<file path="src/rtl/conv_frame_ctrl.sv">
// Frame sequencer for the rate-1/2 K=3 (7,5) convolutional encoder: clear, data, zero tail, done.
// Optional rate-2/3 puncturing of odd-indexed bits when CONV_CTRL_PUNCTURE_EN is defined.
module conv_frame_ctrl #(
    parameter int unsigned FRAME_LEN_W = 8,
    parameter int unsigned TAIL_LEN    = 2
) (
    input  logic                   clk,
    input  logic                   rst,
    input  logic                   start,
    input  logic [FRAME_LEN_W-1:0] frame_len,
    input  logic                   in_valid,
    input  logic                   in_bit,
    output logic                   in_ready,
    output logic                   enc_clr,
    output logic                   enc_shift,
    output logic                   enc_x,
    output logic                   enc_phase,
    output logic                   out_valid,
    output logic                   out_last,
    output logic                   busy,
    output logic                   done
);

`ifdef CONV_CTRL_PUNCTURE_EN
    localparam logic PUNCT = 1'b1;
`else
    localparam logic PUNCT = 1'b0;
`endif

    typedef enum logic [2:0] {
        S_IDLE  = 3'd0,
        S_CLEAR = 3'd1,
        S_DATA  = 3'd2,
        S_TAIL  = 3'd3,
        S_DONE  = 3'd4
    } state_t;

    state_t                 state, state_d;
    logic [FRAME_LEN_W-1:0] len_q, len_d;
    logic [FRAME_LEN_W-1:0] cnt, cnt_d;
    logic                   odd, odd_d;

    // Per-bit pipeline tags: l* = final bit of frame, o* = odd bit index.
    logic ph0, ph0_d;
    logic l1, l2, l3, l1_d, l2_d, l3_d;
    logic o1, o2, o1_d, o2_d;

    logic enc_clr_d, enc_shift_d, enc_x_d, enc_phase_d;
    logic out_valid_d, out_last_d, busy_d, done_d;
    logic issue, issue_x, issue_last;

    // A slot is occupied for the cycle right after any issued bit.
    assign in_ready = (state == S_DATA) && !enc_shift;

    always_comb begin
        state_d     = state;
        len_d       = len_q;
        cnt_d       = cnt;
        odd_d       = odd;
        issue       = 1'b0;
        issue_x     = 1'b0;
        issue_last  = 1'b0;

        case (state)
            S_IDLE: begin
                if (start && (frame_len != '0)) begin
                    state_d = S_CLEAR;
                    len_d   = frame_len;
                end
            end
            S_CLEAR: begin
                state_d = S_DATA;
                cnt_d   = '0;
                odd_d   = 1'b0;
            end
            S_DATA: begin
                if (in_valid && !enc_shift) begin
                    issue   = 1'b1;
                    issue_x = in_bit;
                    cnt_d   = cnt + FRAME_LEN_W'(1);
                    if ((cnt + FRAME_LEN_W'(1)) == len_q) begin
                        state_d = S_TAIL;
                        cnt_d   = '0;
                    end
                end
            end
            S_TAIL: begin
                if (!enc_shift && (cnt < FRAME_LEN_W'(TAIL_LEN))) begin
                    issue      = 1'b1;
                    cnt_d      = cnt + FRAME_LEN_W'(1);
                    issue_last = (cnt == FRAME_LEN_W'(TAIL_LEN - 1));
                end
                // Leave once the final bit has passed its phase-1 slot.
                if (enc_phase && l3) begin
                    state_d = S_DONE;
                end
            end
            S_DONE: begin
                state_d = S_IDLE;
            end
            default: begin
                state_d = S_IDLE;
            end
        endcase

        if (issue) begin
            odd_d = ~odd;
        end

        enc_shift_d = issue;
        enc_x_d     = issue_x;
        l1_d        = issue_last;
        o1_d        = issue & odd;
        ph0_d       = enc_shift;
        l2_d        = l1;
        o2_d        = o1;
        enc_phase_d = ph0;
        l3_d        = l2;
        out_valid_d = enc_shift | (ph0 & !(PUNCT & o2));
        out_last_d  = (ph0 & l2 & !(PUNCT & o2)) | (PUNCT & enc_shift & l1 & o1);
        busy_d      = (state_d != S_IDLE);
        enc_clr_d   = (state_d == S_CLEAR);
        done_d      = (state_d == S_DONE);
    end

    always_ff @(posedge clk) begin
        if (rst) begin
            state     <= S_IDLE;
            len_q     <= '0;
            cnt       <= '0;
            odd       <= 1'b0;
            ph0       <= 1'b0;
            l1        <= 1'b0;
            l2        <= 1'b0;
            l3        <= 1'b0;
            o1        <= 1'b0;
            o2        <= 1'b0;
            enc_clr   <= 1'b0;
            enc_shift <= 1'b0;
            enc_x     <= 1'b0;
            enc_phase <= 1'b0;
            out_valid <= 1'b0;
            out_last  <= 1'b0;
            busy      <= 1'b0;
            done      <= 1'b0;
        end else begin
            state     <= state_d;
            len_q     <= len_d;
            cnt       <= cnt_d;
            odd       <= odd_d;
            ph0       <= ph0_d;
            l1        <= l1_d;
            l2        <= l2_d;
            l3        <= l3_d;
            o1        <= o1_d;
            o2        <= o2_d;
            enc_clr   <= enc_clr_d;
            enc_shift <= enc_shift_d;
            enc_x     <= enc_x_d;
            enc_phase <= enc_phase_d;
            out_valid <= out_valid_d;
            out_last  <= out_last_d;
            busy      <= busy_d;
            done      <= done_d;
        end
    end

endmodule

</file>
<file path="config.mk">
export PLATFORM = sky130hd
export DESIGN_NAME = conv_frame_ctrl
export DESIGN_NICKNAME = d
export VERILOG_FILES = /design/src/rtl/conv_frame_ctrl.sv
export SDC_FILE = /design/constraint.sdc
export NUM_CORES = 1
export LEC_CHECK = 0
export CORE_MARGIN = 2
export CORE_UTILIZATION = 52
export CTS_CLUSTER_DIAMETER = 60
export CTS_CLUSTER_SIZE = 16
export DETAILED_ROUTE_END_ITERATION = 10
export PLACE_DENSITY_LB_ADDON = 0.1
export SYNTH_ARGS = -nofsm -noshare
export SYNTH_HDL_FRONTEND = slang
export SYNTH_SLANG_ARGS = --single-unit
</file>
<file path="constraint.sdc">
create_clock -name clk -period 2.8 [get_ports clk]
set_input_delay 0.84 -clock clk [delete_from_list [all_inputs] [get_ports clk]]
set_output_delay 0.84 -clock clk [all_outputs]
set_load 0.02 [all_outputs]
</file>
==> metrics <==
status=completed; vias per cell=5.62; Die W=56.3 microns; CP endpoint kind=output pin; mean area per synthesized cell=9.25 sq um; Clock Path Buffers=2; Post-Layout Cell Count=211; total track usage=20.1%; Reg power frac=49.2%; crit path max fanout=7; EDFF count, synth=0; die area=3170 sq um; Port Buffers=21; H-tree levels=2; Slew @ Worst Pin=0.596 ns; CP Data Required Time=1.96 ns; first-pass GRT wire length=4.99 mm; vias in the first global route=1148; Cell variety after synth=39; Pwr per Cell Area=548 nW/um^2; total chip power=961 uW; Worst Setup Start Kind=register; worst min-delay path category=register to register; clock sinks=31; initial antenna violation count=0; FF+latch count, synth=31; die extent in y=56.3 microns; combinational power share=13.0%; clock power share=37.8%; WL per Instance=13.9 microns; Worst-Skew Late Latency=0.33 ns; # hold bufs at CTS=0; core area=2540 sq um; via count=1186; final hold violations=0; Synth-to-Final Area Change=23.2%; Syn Nets=169; fmax=398 MHz; CTS root buffer=clkbuf_4; Worst setup startpoint=state[1]; largest net degree at the start of global routing=19; Leak=0.000690 uW; antenna-violating nets left=0; worst r2r src=cnt[0]; CTS Buf Count=5; Seq/Total Area, Yosys=43.6%; final cycle utilization of the critical path=89.7%; dominant synthesized flop cell=dfxtp_1; commonest non-fill, non-tap cell in the layout=dfxtp_1; post-cts sizing count=0; Initial Util=55.9%; worst min-delay path startpoint=enc_phase_d; fraction of registers with async set/reset=0%; Detailed Route WL=2.93 mm; grt ovf=0; switching share of power=23.7%; post-synthesis cell area=1420 sq um; Slew Viols, Final=0; # placed instances=203; Final #Nets=195; Sw Pwr=228 uW; # DRC=0; setup TNS=0 ns; unrepaired setup endpoints after global routing=no; Worst slew margin=60.0%; Mapped Cells=154; setup bufs post-CTS=0; final core utilization=68.9%; CTS tree=done; io pins=22; Yosys warnings=0; Arr. time, crit path=1.67 ns; # rows=18; minimum clock period=2.51 ns; Setup Viol. Count Final=0; Worst-path clk slew=0.11 ns; post-DP HPWL=2.17 mm; most frequent cells in the layout=dfxtp_1, clkdlybuf4s50_1, nand2_1; MaxCap Viol Count=0; drt first-iter violations=21; Crit Path Class=register to output pin; DRT Pass-1 Iters=6; diode count=0; Pint=733 uW; VDD IR max=0.485 mV; share of layout cells above drive strength 1=9.39%; worst clock skew=0.0155 ns; RD Place Congestion=0.886
==> kinds of logic after synthesis <==
group / count (synthesis) / share of synthesized area (%)
AOI/OAI and AO/OA: 25 / 12.0
xor gates and xnor gates: 12 / 9.40
adders and majority gates: 2 / 1.76
buffers and inverters: 10 / 3.16
DFF: 31 / 43.6
muxes: 8 / 5.62
and+or+nand+nor: 66 / 24.4
==> sequential cells by signal (all words and copies together) (netlist names) <==
signal and cells:
cnt 8, enc_x 1, state 3, enc_clr 1, len_q 8, enc_phase_d 1
enc_phase 1, l1 1, enc_shift 1, done 1, l3 1, busy 1
out_last 1, l2 1, out_valid 1
==> synthesized netlist by cell type (2+ instances only) <==
master / count / area share (%)
nand4_1: 2 / 0.88
nor2b_1: 4 / 1.8
dfxtp_1: 31 / 44
o31ai_1: 2 / 1.1
mux2i_1: 8 / 5.6
ha_1: 2 / 1.8
and3_1: 4 / 1.8
a21oi_1: 4 / 1.4
nor3b_1: 2 / 1.1
o21ai_0: 8 / 2.8
a21o_1: 2 / 1.1
clkbuf_1: 4 / 1.1
nand3_1: 5 / 1.8
nand2_1: 14 / 3.7
or3_1: 4 / 1.8
nor2_1: 13 / 3.4
xor2_1: 5 / 3.1
nor3_1: 2 / 0.70
and2_1: 4 / 1.8
inv_1: 5 / 1.3
nor4_1: 5 / 2.2
or2_2: 3 / 1.3
xnor2_1: 5 / 3.1
==> metrics by stage <==
stage / hold slack, ns / setup slack, ns / area (sq um)
floorplan: 0.414 / 0.620 / 1420
global placement: 0.427 / 0.332 / 1670
detailed placement: 0.434 / 0.321 / 1670
CTS: 0.456 / 0.275 / 1750
global route: 0.460 / 0.216 / 1750
finish: 0.453 / 0.289 / 1750
==> area by class of cell <==
| class | instances | area, sq um |
|---|---|---|
| Timing Repair Buffer | 24 | 233 |
| Multi-Input combinational cell | 113 | 758 |
| Sequential cell | 31 | 621 |
| Clock inverter | 2 | 35.0 |
| Fill cell | 205 | 791 |
| Inverter | 5 | 18.8 |
| Tap cell | 30 | 37.5 |
| Clock buffer | 6 | 51.3 |
==> power groups by stage <==
stage	clock, uW	sequential (uW)	combinational [uW]
2_1_floorplan	0	482	75.7
3_3_place_gp	0	483	121
3_5_place_dp	0	483	125
4_1_cts	372	473	125
5_1_grt	387	475	137
6_report	364	473	125
==> worst max-delay path, cell delays in order (launching register included) <==
cell and delay (ns):
dfxtp_1 0.45, nand2b_1 0.12, nor3_1 0.14, clkdlybuf4s50_1 0.62
==> worst paths after layout <==
check | depth (start not counted) | slack (ns) | to
worst max register to register | 7 | 0.46 | enc_clr
worst max-delay path | 3 | 0.29 | in_ready
worst min register to register | 1 | 0.45 | out_last
worst min-delay path | 1 | 0.45 | out_last
==> routing by layer <==
metal | track usage (%) | share of wire [%] | vias up
li1 | - | - | 597
met4 | 7.48 | 0.92 | 0
met2 | 34.3 | 48 | 31
met1 | 23.8 | 45 | 555
met3 | 5.76 | 5.9 | 3
met5 | 0 | 0 | -
No activity file was read; power rests on OpenSTA's default activity.
